==> src/rtl/tx_frame_arbiter_if.sv <==
// Request/acknowledge handshakes plus the UART TX byte port of the frame arbiter.
// The arbiter takes the slave side; requesters and the TX model take the master side.
interface tx_frame_arbiter_if #(
    parameter int DATA_WIDTH = 8
);
    logic                    req0_vld;
    logic [DATA_WIDTH-1:0]   req0_data;
    logic                    req0_ack;
    logic                    req1_vld;
    logic [2*DATA_WIDTH-1:0] req1_data;
    logic                    req1_ack;
    logic                    tx_busy;
    logic [DATA_WIDTH-1:0]   tx_p_data;
    logic                    tx_d_vld;
    logic                    arb_busy;
    logic                    err;

    modport master (
        output req0_vld, req0_data, req1_vld, req1_data, tx_busy,
        input  req0_ack, req1_ack, tx_p_data, tx_d_vld, arb_busy, err
    );

    modport slave (
        input  req0_vld, req0_data, req1_vld, req1_data, tx_busy,
        output req0_ack, req1_ack, tx_p_data, tx_d_vld, arb_busy, err
    );
endinterface

==> src/rtl/tx_frame_arbiter.sv <==
// Round-robin arbiter that serialises 1-byte (REQ0) and 2-byte (REQ1) frames onto a UART TX,
// pacing each byte on the TX busy handshake with a sticky timeout error.
module tx_frame_arbiter #(
    parameter int DATA_WIDTH = 8,
    parameter int TIMEOUT    = 255
) (
    input  logic               clk,
    input  logic               rst,
    tx_frame_arbiter_if.slave  bus
);
    typedef enum logic [1:0] {
        IDLE    = 2'd0,
        SEND    = 2'd1,
        WAIT_HI = 2'd2,
        WAIT_LO = 2'd3
    } state_t;

    localparam logic [7:0] TIMEOUT_LAST = 8'(TIMEOUT - 1);

    state_t                  state_q, state_d;
    logic                    last_q, last_d;
    logic [7:0]              cnt_q, cnt_d;
    logic [1:0]              bytes_q, bytes_d;
    logic [2*DATA_WIDTH-1:0] hold_q, hold_d;
    logic [DATA_WIDTH-1:0]   tx_p_data_q, tx_p_data_d;
    logic                    tx_d_vld_q, tx_d_vld_d;
    logic                    req0_ack_q, req0_ack_d;
    logic                    req1_ack_q, req1_ack_d;
    logic                    arb_busy_q, arb_busy_d;
    logic                    err_q, err_d;
    logic                    grant0;
    logic                    grant1;

    // last_q=1 means REQ1 was served last, so REQ0 wins a tie.
    always_comb begin
        grant0 = bus.req0_vld & (~bus.req1_vld | last_q);
        grant1 = bus.req1_vld & ~grant0;
    end

    always_comb begin
        state_d     = state_q;
        last_d      = last_q;
        cnt_d       = cnt_q;
        bytes_d     = bytes_q;
        hold_d      = hold_q;
        tx_p_data_d = tx_p_data_q;
        tx_d_vld_d  = 1'b0;
        req0_ack_d  = 1'b0;
        req1_ack_d  = 1'b0;
        err_d       = err_q;

        case (state_q)
            IDLE: begin
                if (!bus.tx_busy && (grant0 || grant1)) begin
                    state_d    = SEND;
                    tx_d_vld_d = 1'b1;
                    last_d     = grant1;
                    if (grant0) begin
                        hold_d      = {{DATA_WIDTH{1'b0}}, bus.req0_data};
                        bytes_d     = 2'd1;
                        req0_ack_d  = 1'b1;
                        tx_p_data_d = bus.req0_data;
                    end else begin
                        hold_d      = bus.req1_data;
                        bytes_d     = 2'd2;
                        req1_ack_d  = 1'b1;
                        tx_p_data_d = bus.req1_data[DATA_WIDTH-1:0];
                    end
                end
            end

            // The byte on the wire is consumed here, so the holding register
            // always presents the next byte in its low lane.
            SEND: begin
                state_d = WAIT_HI;
                cnt_d   = 8'd0;
                bytes_d = bytes_q - 2'd1;
                hold_d  = {{DATA_WIDTH{1'b0}}, hold_q[2*DATA_WIDTH-1:DATA_WIDTH]};
            end

            WAIT_HI: begin
                if (bus.tx_busy) begin
                    state_d = WAIT_LO;
                end else if (cnt_q == TIMEOUT_LAST) begin
                    state_d = IDLE;
                    err_d   = 1'b1;
                    bytes_d = 2'd0;
                end else begin
                    cnt_d = cnt_q + 8'd1;
                end
            end

            WAIT_LO: begin
                if (!bus.tx_busy) begin
                    if (bytes_q != 2'd0) begin
                        state_d     = SEND;
                        tx_d_vld_d  = 1'b1;
                        tx_p_data_d = hold_q[DATA_WIDTH-1:0];
                    end else begin
                        state_d = IDLE;
                    end
                end
            end

            default: state_d = IDLE;
        endcase

        arb_busy_d = (state_d != IDLE);
    end

    always_ff @(posedge clk) begin
        if (rst) begin
            state_q     <= IDLE;
            last_q      <= 1'b1;
            cnt_q       <= 8'd0;
            bytes_q     <= 2'd0;
            hold_q      <= '0;
            tx_p_data_q <= '0;
            tx_d_vld_q  <= 1'b0;
            req0_ack_q  <= 1'b0;
            req1_ack_q  <= 1'b0;
            arb_busy_q  <= 1'b0;
            err_q       <= 1'b0;
        end else begin
            state_q     <= state_d;
            last_q      <= last_d;
            cnt_q       <= cnt_d;
            bytes_q     <= bytes_d;
            hold_q      <= hold_d;
            tx_p_data_q <= tx_p_data_d;
            tx_d_vld_q  <= tx_d_vld_d;
            req0_ack_q  <= req0_ack_d;
            req1_ack_q  <= req1_ack_d;
            arb_busy_q  <= arb_busy_d;
            err_q       <= err_d;
        end
    end

    assign bus.tx_p_data = tx_p_data_q;
    assign bus.tx_d_vld  = tx_d_vld_q;
    assign bus.req0_ack  = req0_ack_q;
    assign bus.req1_ack  = req1_ack_q;
    assign bus.arb_busy  = arb_busy_q;
    assign bus.err       = err_q;
endmodule

==> src/flat_wrapper.sv <==
// flat-port wrapper written by rule: the top's interface ports become plain ports
module tx_frame_arbiter_flat 
#(
    parameter int DATA_WIDTH = 8,
    parameter int TIMEOUT    = 255
)
  (clk, rst, bus_req0_vld, bus_req0_data, bus_req1_vld, bus_req1_data, bus_tx_busy, bus_req0_ack, bus_req1_ack, bus_tx_p_data, bus_tx_d_vld, bus_arb_busy, bus_err);
  tx_frame_arbiter_if #(.DATA_WIDTH(DATA_WIDTH)) bus_i ();
  input  logic clk;
  input  logic rst;
  input wire logic [$bits(bus_i.req0_vld)-1:0] bus_req0_vld;
  input wire logic [$bits(bus_i.req0_data)-1:0] bus_req0_data;
  input wire logic [$bits(bus_i.req1_vld)-1:0] bus_req1_vld;
  input wire logic [$bits(bus_i.req1_data)-1:0] bus_req1_data;
  input wire logic [$bits(bus_i.tx_busy)-1:0] bus_tx_busy;
  output wire logic [$bits(bus_i.req0_ack)-1:0] bus_req0_ack;
  output wire logic [$bits(bus_i.req1_ack)-1:0] bus_req1_ack;
  output wire logic [$bits(bus_i.tx_p_data)-1:0] bus_tx_p_data;
  output wire logic [$bits(bus_i.tx_d_vld)-1:0] bus_tx_d_vld;
  output wire logic [$bits(bus_i.arb_busy)-1:0] bus_arb_busy;
  output wire logic [$bits(bus_i.err)-1:0] bus_err;
  assign bus_i.req0_vld = bus_req0_vld;
  assign bus_i.req0_data = bus_req0_data;
  assign bus_i.req1_vld = bus_req1_vld;
  assign bus_i.req1_data = bus_req1_data;
  assign bus_i.tx_busy = bus_tx_busy;
  assign bus_req0_ack = bus_i.req0_ack;
  assign bus_req1_ack = bus_i.req1_ack;
  assign bus_tx_p_data = bus_i.tx_p_data;
  assign bus_tx_d_vld = bus_i.tx_d_vld;
  assign bus_arb_busy = bus_i.arb_busy;
  assign bus_err = bus_i.err;
  tx_frame_arbiter #(.DATA_WIDTH(DATA_WIDTH), .TIMEOUT(TIMEOUT)) u_core (.clk(clk), .rst(rst), .bus(bus_i));
endmodule
==> config.mk <==
export PLATFORM = sky130hd
export DESIGN_NAME = tx_frame_arbiter_flat
export DESIGN_NICKNAME = d
export VERILOG_FILES = /design/src/rtl/tx_frame_arbiter_if.sv /design/src/rtl/tx_frame_arbiter.sv /design/src/flat_wrapper.sv
export SDC_FILE = /design/constraint.sdc
export NUM_CORES = 1
export LEC_CHECK = 0
export ABC_AREA = 1
export BUFFER_PORTS_ARGS = -buffer_cell sky130_fd_sc_hd__clkbuf_2
export CAP_MARGIN = 0
export CORE_UTILIZATION = 55
export DETAILED_ROUTE_END_ITERATION = 10
export PLACE_DENSITY_LB_ADDON = 0.25
export SETUP_SLACK_MARGIN = 0.2
export SLEW_MARGIN = 30
export SYNTH_ARGS = -nofsm -noshare
export SYNTH_HDL_FRONTEND = slang
export SYNTH_SLANG_ARGS = --single-unit
==> constraint.sdc <==
create_clock -name clk -period 3.89 [get_ports clk]
set_clock_uncertainty 0.15 [all_clocks]
set_input_delay 0.389 -clock clk [delete_from_list [all_inputs] [get_ports clk]]
set_output_delay 0.389 -clock clk [all_outputs]
set_load 0.01 [all_outputs]
### Yosys cells after proc, flatten, opt, wreduce, memory -nomap -nowiden

Cells that the tools add are included.
W data, S select, Z words.

* latch bits: 0
* bits in read-only memories: 0
* memory bits (writable): 0
* input port bits: 29
* output and inout port bits: 13
* memories kept: 0
* bits in registers: 42

* shift-type cells: 0
* $mul: 0
* reductions and logical operators: 17
* bitwise gates (word level): 8
* add/sub/neg operators: 2
* order comparisons: 0
* mux-type cells: 28
* eq/ne operators: 10
* divide/modulo/power cells: 0

Operators with widths (count)
* $mux W8: 6
* $mux W16: 2
* $pmux W16 S2: 1
* $pmux W8 S2: 2
* $mux W2: 8
* $reduce_bool A2 Y1: 5
* $add A8 B1 Y8 const B: 1
* $eq A8 B8 Y1 const B: 1
* $pmux W2 S4: 1
* $reduce_and A4 Y1: 2
* $mux W1: 6
* $ne A2 B1 Y1 const B: 3
* $ne A2 B2 Y1 const B: 3
* $pmux W2 S3: 1
* $reduce_and A3 Y1: 2
* $not A1 Y1: 5
* $eq A2 B2 Y1 const B: 2
* $reduce_and A2 Y1: 2
* $reduce_bool A3 Y1: 1
* $reduce_or A3 Y1: 1
* $and A1 B1 Y1: 2
* $eq A2 B1 Y1 const B: 1
* $logic_not A2 Y1: 1
* $pmux W1 S2: 1
* other kinds (5): 5

### Logic depth before layout (Yosys ltp)

Gate-level depths: netlist of the first run.

* word-level depth: 10
* mapped depth: 11
* gate-level depth less buffers: 11

### Worst setup path after synthesis of the first run

Ideal clock, no wire load.

* kind: reg2reg
* start point: register u_core.state_q[0]
* end point: register u_core.cnt_q[6]
* data arrival time: 1.301 ns
* setup time: 0.127 ns
* slack: 2.312 ns
* required time: 3.613 ns
* cell stages (with the launch flop): 10
* cell sequence: dfxtp_1 > inv_1 > ha_1 > inv_2 > nor2_1 > nand2_2 > nand2_2 > nor2_1 > nor2_1 > nor2_1

* cells in the longest elaborated chain, start to end: 3

Ends and longest elaborated chain
* start: declaration: line tx_frame_arbiter.sv:20 `state_t state_q, state_d;`
* start signal: assignment: line tx_frame_arbiter.sv:125 `state_q <= state_d;`
* $eq A2 B2 Y1 / $eq A2 B1 Y1 (equally long branches): line tx_frame_arbiter.sv:52 `case (state_q)`
* $ne A2 B2 Y1 (no line) / $reduce_bool A2 Y1 (equally long branches)
* $reduce_and A3 Y1 (no line)
* end signal: assignment: line tx_frame_arbiter.sv:127 `cnt_q <= cnt_d;`
* end: declaration: line tx_frame_arbiter.sv:22 `logic [7:0] cnt_q, cnt_d;`

Parallel ways exist; a longest one is shown, timed or not.
A chain may end at the register's enable or synchronous reset.

### Final worst setup path of the first run

* start point: register u_core.state_q[1]
* end point: register u_core.tx_p_data_q[4] (netlist: u_core.bus.tx_p_data[4])

* cells in the longest elaborated chain, start to end: 3

Ends and longest elaborated chain
* $eq A2 B2 Y1 / $logic_not A2 Y1 (equally long branches): line tx_frame_arbiter.sv:52
* $ne A2 B1 Y1 (no line) (tied with other cells)
* $reduce_and A4 Y1 (no line)
* end signal: assignment: line tx_frame_arbiter.sv:130 `tx_p_data_q <= tx_p_data_d;`
* end: declaration: line tx_frame_arbiter.sv:25 `logic [DATA_WIDTH-1:0] tx_p_data_q, tx_p_data_d;`

Parallel ways exist; a longest one is shown, timed or not.

==> impl_metrics.toml, run 1 <==
[setup_path]
ff2ff_setup_slack_ns = 1.64
critical-path-top-delay-family = "adder cells"
r2r_start = "u_core.state_q[1]"
crit_path_top_delay_cell = "ha_1"
crit_fanout = 20
arrival_ns = 2.30
critPathBufInv = 1
timing.rr.end = "u_core.bus.tx_p_data[4]"
end_kind = "flop"
max_stage_delay_ns = 0.64
cp_cell_sequence = "ha_1 -> nand2_1 -> o21ai_1 -> nand2_1 -> inv_2 -> nand2_1 -> nor2_1 -> nor2_1"
crit_path_frequent_cell = "nand2_1"
start_kind = "flop"
crit_required_ns = 3.94
crit_type = "reg2reg"
reg2reg_depth = 8

[floorplan]
die_h_um = 65.2
coreArea_um2 = 3740
fp-row-count = 22
die_w_um = 65.2
initial_core_util = 0.586
ios = 42
die_area_um2 = 4240

[sta]
min_period_over_period = 0.579
setup-tns-final_ns = 0
max_freq_mhz = 444
tightest_slew_ns = 0.698
hold_viol = 0
relSlewSlack = 0.534
rsz0062_at_grt = "no"
drv_slew = 0
setup_viol = 0
period_needed_ns = 2.25

[finish]
multi_input_area_um2 = 1180
area.growth.synth_to_final_pct = 14.7
fin_nets = 394
fillers = 351
drive_gt1_frac = 0.187
layoutNonFillerInstCount = 406
diodes = 0
area.sequential_um2 = 841

[yosys]
synth_cell_types = 29
ys_top_cells_by_area = "dfxtp_1, nand2_1, nor2_1"
synth_most_common_cell = "nand2_1"
synth_cells = 320
synth_area_leader_cell = "dfxtp_1"
ys_ff_latch = 42
ys_seq_area_frac = 0.383
avgSynthCellArea_um2 = 6.85
synth_top_area_frac = 0.383
synthArstFlopShare = 0
synthFlopType = "dfxtp_1"
synth_edf_count = 0
synthTopCellsByCount = "nand2_1, nor2_1, dfxtp_1"
synthesis.area_um2 = 2190
synth_nets = 357
yosysWarnings = 0

[global_routing]
grt_max_degree = 28
track_usage = 0.265
antenna_found_initial = 0
grt_overflow = 0
grt_pass1_vias = 1922
grt_pass1_wl_um = 8560

[hold_path]
whs_endpoint = "u_core.hold_q[10]"
hold_class = "in2reg"
hp-start = "bus_req1_data[10]"
hold_depth = 3

[pwr]
switching_share = 0.434
switching_power_w = 0.000786
p_int_w = 0.00103
vdd_drop_max_v = 0.000374
cellLeakagePower_nw = 1.18
p_clk_frac = 0.190
combinationalPowerShare = 0.466
powerDensity_nw_per_um2 = 720
seqPwrFrac = 0.344

[cts]
cts_buffers = 5
cts_setup_buffers = 0
clkTransAtPathRegs_ns = 0.08
cts_buffer_depth = 2
clock_latency_ns = 0.30
cts_root_buf = "clkbuf_8"
post_cts_resized = 0
htreeDepth = 2
cts_sinks = 42
cts_tree = "done"
hold_buffers = 0

[routing]
drt_iter0_drc = 150
routedWlPerCell_um = 12.4
ant_nets = 0
drt_drc_violations_left = 0
firstDrtPassIters = 4
routed_wl_um = 5030
vias = 2169
viasPerCell = 5.34

[placement]
hpwl_um = 3570
port_buffers = 41
dp.cells = 398
place.gp.congestion = 0.845

[status]
status = "finished clean"

[flow_run]
cap_violations = 0
## worst max path at each step
stage | from | end | cells past startpoint
floorplan | u_core.state_q[0] | u_core.cnt_q[6] | 9
global placement | u_core.state_q[1] | u_core.bus.tx_p_data[4] | 8
detailed placement | u_core.state_q[1] | u_core.bus.tx_p_data[4] | 8
CTS | u_core.state_q[1] | u_core.bus.tx_p_data[4] | 8
global route | u_core.state_q[1] | u_core.bus.tx_p_data[4] | 8
finish | u_core.state_q[1] | u_core.bus.tx_p_data[4] | 8
## kinds of logic (layout without fill, tap and decap cells)
kind of cell | count (synthesis) | after routing | synth area share
AO/OA/AOI/OAI | 73 | 73 | 0.194
AND/OR/NAND/NOR | 154 | 154 | 0.294
adder cells (fa/ha/maj) | 8 | 8 | 0.0456
flip-flops | 42 | 42 | 0.383
buffers and inverters | 42 | 80 | 0.0787
XOR/XNOR | 1 | 1 | 0.00399
## registers in the layout, summed over array words and instances (netlist names)
| signal | flops |
|---|---|
| u_core.bus.arb_busy | 1 |
| u_core.bus.err | 1 |
| u_core.bus.req0_ack | 1 |
| u_core.bus.req1_ack | 1 |
| u_core.bus.tx_d_vld | 1 |
| u_core.bus.tx_p_data | 8 |
| u_core.bytes_q | 2 |
| u_core.cnt_q | 8 |
| u_core.hold_q | 16 |
| u_core.last_q | 1 |
| u_core.state_q | 2 |
## final cells by class
type,instances,area share
sequential,42,0.334
tap,48,0.0239
clock buffer,6,0.0288
inverter,30,0.0448
multi-input combinational,236,0.469
clock inverter,2,0.0149
timing repair buffer,42,0.0845
## placed cells by master (no fill, tap or decap), types with 2 or more instances in the layout
cell type,Yosys,final
o211ai_1,8,8
clkbuf_2,0,41
nand3_1,24,24
o22ai_1,2,2
clkbuf_8,0,5
dfxtp_1,42,42
nand2_1,74,74
inv_2,6,6
o21ai_1,10,10
o21ai_0,19,19
nand2_2,5,5
inv_1,24,24
nor3_1,2,2
a21oi_1,28,28
nor2_4,2,2
nor2_1,44,44
ha_1,8,8
## power by group through the flow
stage          clock network (W)  registers (W)  logic (W)
2_1_floorplan                  0       0.000642   0.000627
3_3_place_gp                   0       0.000626   0.000815
3_5_place_dp                   0       0.000630   0.000827
4_1_cts                 0.000349       0.000623   0.000838
5_1_grt                 0.000372       0.000638   0.000950
6_report                0.000344       0.000623   0.000844
## worst register-to-register path: stages, from the launching register on
cell     delay, ns
dfxtp_1       0.40
ha_1          0.64
nand2_1       0.22
o21ai_1       0.12
nand2_1       0.08
inv_2         0.22
nand2_1       0.10
nor2_1        0.16
nor2_1        0.06
## metrics by stage
stage	total power [W]	setup WS (ns)	util	hold slack [ns]	instance area [µm²]
floorplan	0.00127	2.31	-	0.294	2190
global placement	0.00144	1.76	0.643	0.300	2410
detailed placement	0.00146	1.72	0.643	0.316	2410
CTS	0.00181	1.67	0.672	0.150	2520
global route	0.00196	1.47	0.672	0.162	2520
finish	0.00181	1.64	0.672	0.155	2520
## layer usage
metal,up-vias,part of all wire,GRT usage
li1,1112,-,-
met1,982,0.47,0.360
met2,70,0.46,0.405
met3,5,0.062,0.0660
met4,0,0.014,0.0951
met5,-,0,0
Note: power is estimated with default switching activity, not from simulation.
==> run 2: changes to the inputs <==
--- a/config.mk
+++ b/config.mk
@@ -5,10 +5,10 @@
 export SDC_FILE = /design/constraint.sdc
 export NUM_CORES = 1
 export LEC_CHECK = 0
-export ABC_AREA = 1
+export ABC_AREA = 0
 export BUFFER_PORTS_ARGS = -buffer_cell sky130_fd_sc_hd__clkbuf_2
 export CAP_MARGIN = 0
-export CORE_UTILIZATION = 55
+export CORE_UTILIZATION = 53
 export DETAILED_ROUTE_END_ITERATION = 10
 export PLACE_DENSITY_LB_ADDON = 0.25
 export SETUP_SLACK_MARGIN = 0.2
==> constraint.sdc (replaced) <==
create_clock -name clk -period 2.25 [get_ports clk]
set_clock_uncertainty 0.15 [all_clocks]
set_input_delay 0.225 -clock clk [delete_from_list [all_inputs] [get_ports clk]]
set_output_delay 0.225 -clock clk [all_outputs]
set_load 0.01 [all_outputs]
==> run 2 against run 1 <==
Synthesized cell count shrank 33%. Clock-buffer cell count shrank 1. Worst setup slack lost 1.4 ns. Die area shrank 6.3%. Final area shrank 5.1%. Final cell count shrank 24%. Non-clock buffer count grew 8. Critical endpoint is now u_core.bytes_q[1]. Wire length shrank 15%.
==> impl_metrics.toml, run 2 <==
[finish]
area.growth.synth_to_final_pct = 20.8
top_register = "u_core.hold_q"
area.sequential_um2 = 842
stdcell_area_um2 = 2390
largest_reg_flops = 16
diodes = 0
multi_input_area_um2 = 1080
layoutNonFillerInstCount = 309
fin_nets = 300
fillers = 257
drive_gt1_frac = 0.259
most-common-layout-cells = "clkbuf_2, dfxtp_1, nand2_1, a22o_1, o21ai_0"

[global_routing]
antenna_found_initial = 0
track_usage = 0.218
grt_pass1_vias = 1547
grt_pass1_wl_um = 6780
grt_max_degree = 20
grt_overflow = 0

[setup_path]
crit_fanout = 5
reg2reg_depth = 7
start_kind = "flop"
crit_required_ns = 2.29
arrival_ns = 2.01
worstSetupStartpoint = "u_core.cnt_q[0]"
end_kind = "flop"
r2r_start = "u_core.cnt_q[0]"
crit_type = "reg2reg"

[cts]
clkTransAtPathRegs_ns = 0.08
cts_sinks = 42
cts_buffer_depth = 2
htreeDepth = 2
cts_root_buf = "clkbuf_8"
clock_latency_ns = 0.29
cts_tree = "done"
cts_buffers = 5

[routing]
routed_wl_um = 4260
drt_drc_violations_left = 0
firstDrtPassIters = 4
drt_iter0_drc = 116
viasPerCell = 5.56
ant_nets = 0
vias = 1717
routedWlPerCell_um = 13.8

[yosys]
synthArstFlopShare = 0
ys_top_cells_by_area = "dfxtp_1, a22o_1, o21ai_0"
synthFlopType = "dfxtp_1"
synth_area_leader_cell = "dfxtp_1"
synth_top_area_frac = 0.425
synth_nets = 252
synth_cell_types = 44
synthTopCellsByCount = "dfxtp_1, nand2_1, a22o_1"
synthesis.area_um2 = 1980
ys_seq_area_frac = 0.425
yosysWarnings = 0
avgSynthCellArea_um2 = 9.19
synth_cells = 215
synth_edf_count = 0
ys_ff_latch = 42
synth_most_common_cell = "dfxtp_1"

[pwr]
switching_power_w = 0.000790
seqPwrFrac = 0.437
vdd_drop_max_v = 0.000542
p_clk_frac = 0.201
p_int_w = 0.00145
powerDensity_nw_per_um2 = 939
combinationalPowerShare = 0.361
cellLeakagePower_nw = 1.02
switching_share = 0.352

[sta]
period_needed_ns = 1.97
hold_viol = 0
max_freq_mhz = 508
min_period_over_period = 0.874
setup-tns-final_ns = 0
hold_ws_ns = 0.00261
tightest_slew_ns = 0.708
setup_viol = 0
relSlewSlack = 0.528
drv_slew = 0
rsz0062_at_grt = "yes"

[placement]
dpl-instance-area_um2 = 2230
dp.cells = 299
place.gp.congestion = 0.866
port_buffers = 41
hpwl_um = 3170

[status]
status = "finished clean"

[floorplan]
coreArea_um2 = 3440
die_h_um = 63.1
die_w_um = 63.1
fp-row-count = 21
ios = 42
initial_core_util = 0.574
die_area_um2 = 3980

[hold_path]
hold_class = "in2reg"
hold_depth = 2
hp-start = "bus_req1_data[9]"

[flow_run]
cap_violations = 0
## run 2: cell count changes in the layout (fill, tap and decap cells not counted), sizes merged, moves of 4 or more
cell / previous run / this run
buf: 1 / 6
o21ai: 31 / 21
a21oi: 29 / 8
inv: 30 / 12
nand2: 79 / 25
and3: 0 / 4
nor2: 47 / 14
mux2i: 0 / 8
o211ai: 8 / 2
nand3: 24 / 2
a22o: 0 / 23
## run 2: path summary, 6_finish.rpt
kind              slack [ns]                end
setup / recovery        0.28  u_core.bytes_q[1]
hold / removal         0.003   u_core.hold_q[9]
setup reg to reg        0.28  u_core.bytes_q[1]
hold reg to reg         0.32     u_core.bus.err
## run 2: logic make-up (layout without fill, tap and decap cells)
| logic type | after synthesis | in the layout | share of synthesized area |
|---|---|---|---|
| compound gates | 73 | 73 | 0.273 |
| simple gates | 59 | 59 | 0.142 |
| flops | 42 | 42 | 0.425 |
| buf+inv | 21 | 69 | 0.0487 |
| mux | 9 | 9 | 0.0462 |
| fa+ha+maj | 8 | 8 | 0.0506 |
| xor+xnor | 3 | 3 | 0.0133 |
## run 2: layout make-up
class | instances | area share
clock buffers | 5 | 0.0288
clock inverters | 2 | 0.00419
inverters | 12 | 0.0189
multi-input cells | 152 | 0.454
flip-flops and latches | 42 | 0.353
well taps | 46 | 0.0241
repair buffers | 50 | 0.117
## run 2: power groups by stage
| stage | clock network [W] | logic, W | registers, W |
|---|---|---|---|
| global placement | 0 | 0.000743 | 0.000985 |
| CTS | 0.000456 | 0.000770 | 0.000977 |
| detailed placement | 0 | 0.000758 | 0.000994 |
| global route | 0.000489 | 0.000888 | 0.000997 |
| floorplan | 0 | 0.000526 | 0.00100 |
| finish | 0.000451 | 0.000809 | 0.000980 |
## run 2: what timing repair did
action                     CTS  global route
hold buffers                 3             0
setup buffers                0             0
setup endpoints to repair    8            27
hold endpoints to repair     3             0
pin swaps                    0             0
resized for setup            1             8
gates cloned                 0             0
## run 2: metal layers
metal / routed length (µm) / GRT usage
met1: 2000 / 0.267
met5: 0 / 0
met3: 178 / 0.0489
met4: 48 / 0.0698
met2: 2030 / 0.374
## run 2: stage by stage
| stage | setup slack, ns | power, W | util |
|---|---|---|---|
| floorplan | 0.412 | 0.00153 | - |
| global placement | 0.297 | 0.00173 | 0.649 |
| detailed placement | 0.201 | 0.00175 | 0.649 |
| CTS | 0.203 | 0.00220 | 0.682 |
| global route | 0.194 | 0.00237 | 0.694 |
| finish | 0.283 | 0.00224 | 0.694 |
## run 2: worst max-delay path, stage by stage (launching register included)
cell and delay (ns):
dfxtp_1 0.36, inv_1 0.09, ha_1 0.17, and4_4 0.28, a21oi_2 0.09, o32a_1 0.34
o31ai_1 0.23, o21ba_1 0.17
==> run 3: changes to the inputs <==
--- a/config.mk
+++ b/config.mk
@@ -11,6 +11,7 @@
 export CORE_UTILIZATION = 53
 export DETAILED_ROUTE_END_ITERATION = 10
 export PLACE_DENSITY_LB_ADDON = 0.25
+export REMOVE_ABC_BUFFERS = 1
 export SETUP_SLACK_MARGIN = 0.2
 export SLEW_MARGIN = 30
 export SYNTH_ARGS = -nofsm -noshare
==> run 3 against run 2 <==
Clock-buffer cell count up 1. Utilization rose by 2.0 points. Clock power increased by 64%. Highest routed layer unchanged. Wire length increased by 3.1%.
==> impl_metrics.toml, run 3 (same netlist as run 2, synthesis figures left out) <==
[setup_path]
end_kind = "flop"
critical-path-top-delay-family = "compound AO/OA/AOI/OAI gates"
r2r_start = "u_core.cnt_q[0]"
crit_required_ns = 2.34
ff2ff_setup_slack_ns = 0.34
max_stage_delay_ns = 0.39
crit_fanout = 5
start_kind = "flop"
critPathBufInv = 1
timing.rr.end = "u_core.bus.arb_busy"
arrival_ns = 2.01
crit_path_top_delay_cell = "dfxtp_1"
reg2reg_depth = 7
cp_cell_sequence = "inv_1 -> ha_1 -> and4_4 -> a21oi_2 -> o21ai_0 -> a311oi_1 -> o21bai_1"
crit_type = "reg2reg"

[sta]
hold_viol = 0
period_needed_ns = 1.91
setup_viol = 0
rsz0062_at_grt = "no"
setup_ws_ns = 0.335
drv_slew = 0
max_freq_mhz = 522
setup-tns-final_ns = 0
min_period_over_period = 0.851
tightest_slew_ns = 0.511
relSlewSlack = 0.658

[routing]
vias = 1726
ant_nets = 0
routedWlPerCell_um = 14.0
firstDrtPassIters = 4
drt_drc_violations_left = 0
drt_iter0_drc = 101
routed_wl_um = 4390
viasPerCell = 5.51

[cts]
cts_setup_buffers = 0
cts_buffer_depth = 2
cts_root_buf = "clkbuf_8"
clkTransAtPathRegs_ns = 0.08
htreeDepth = 2
cts_buffers = 5
cts_sinks = 42
cts_tree = "done"
clock_latency_ns = 0.30

[flow_run]
cap_violations = 0

[status]
status = "finished clean"

[pwr]
seqPwrFrac = 0.391
powerDensity_nw_per_um2 = 1010
combinationalPowerShare = 0.312
p_clk_frac = 0.297
p_int_w = 0.00170
switching_power_w = 0.000787
cellLeakagePower_nw = 1.06
vdd_drop_max_v = 0.000538
switching_share = 0.316

[hold_path]
hold_depth = 3
hold_class = "in2reg"
whs_endpoint = "u_core.hold_q[14]"
hp-start = "bus_req1_data[14]"

[global_routing]
grt_overflow = 0
grt_max_degree = 22
grt_pass1_wl_um = 7200
grt_pass1_vias = 1591
antenna_found_initial = 0
track_usage = 0.233

[placement]
dpl-instance-area_um2 = 2230
hpwl_um = 2960
place_ws_ns = 0.240
place.gp.congestion = 0.846
port_buffers = 41
dp.cells = 298

[finish]
finish.utilization = 0.713
diodes = 0
fin_nets = 303
layoutNonFillerInstCount = 313
area.growth.synth_to_final_pct = 24.2
most-common-layout-cells = "dfxtp_1, clkbuf_2, nand2_1, a22o_1, o21ai_0"
drive_gt1_frac = 0.243
layout_commonest_cell = "dfxtp_1"
stdcell_area_um2 = 2450
largest_reg_flops = 16
top_register = "u_core.hold_q"

[floorplan]
die_area_um2 = 3980
initial_core_util = 0.574
die_w_um = 63.1
ios = 42
coreArea_um2 = 3440
fp-row-count = 21
die_h_um = 63.1
run 3: cell types whose count changed in the layout (fill, tap and decap cells not counted), sizes merged:
cell	delta
bufinv	+2
clkinv	-2
clkbuf	+1
buf	-1
dlygate4sd3	+4
run 3: per-stage QoR:
stage,power (W),hold WS [ns]
6_report,0.00249,0.0173
5_1_grt,0.00263,0.0348
4_1_cts,0.00247,0.0185
3_5_place_dp,0.00173,0.291
3_3_place_gp,0.00171,0.287
2_1_floorplan,0.00150,0.144
run 3: layout make-up:
type | instances | area [µm²]
Clock buffer | 6 | 82.6
Timing Repair Buffer | 53 | 313
Fill cell | 273 | 987
Tap cell | 46 | 57.6
Multi-Input combinational cell | 152 | 1060
Inverter | 12 | 45.0
Clock inverter | 2 | 60.1
Sequential cell | 42 | 841
run 3: timing repair:
action | 4_1_cts | 5_1_grt
setup endpoints to repair | 0 | 19
gates resized for setup | 0 | 4
hold buffers | 7 | 0
hold endpoints to repair | 7 | 0
run 3: worst max-delay path by stage:
| stage | slack [ns] | to | cells past startpoint | start |
|---|---|---|---|---|
| 6_report | 0.34 | u_core.bus.arb_busy | 7 | u_core.cnt_q[0] |
| 4_1_cts | 0.22 | u_core.bus.tx_p_data[6] | 6 | u_core.state_q[0] |
| 2_1_floorplan | 0.27 | u_core.hold_q[0] | 6 | u_core.state_q[1] |
| 5_1_grt | 0.21 | u_core.bytes_q[1] | 7 | u_core.cnt_q[0] |
| 3_3_place_gp | 0.30 | u_core.bus.tx_p_data[2] | 6 | u_core.state_q[0] |
| 3_5_place_dp | 0.24 | u_core.bus.tx_p_data[6] | 6 | u_core.state_q[0] |
run 3: layer usage:
metal	GRT usage	vias up	routed length [µm]
met3	0.0453	8	159
met2	0.374	38	2070
met5	0	-	0
met1	0.292	798	2080
met4	0.128	0	85
li1	-	882	-
run 3: worst register-to-register path, cell delays in order, from the launching register on:
cell and delay, ns:
dfxtp_1 0.39, inv_1 0.08, ha_1 0.21, and4_4 0.22, a21oi_2 0.20, o21ai_0 0.11, a311oi_1 0.35, o21bai_1 0.15
run 3: power by group through the flow:
stage                     clock network [W]  logic, W  registers [W]
after floorplan                           0  0.000497        0.00100
after global placement                    0  0.000728       0.000985
after detailed placement                  0  0.000737       0.000990
after CTS                          0.000750  0.000751       0.000973
after global routing               0.000777  0.000858       0.000990
final                              0.000739  0.000775       0.000974
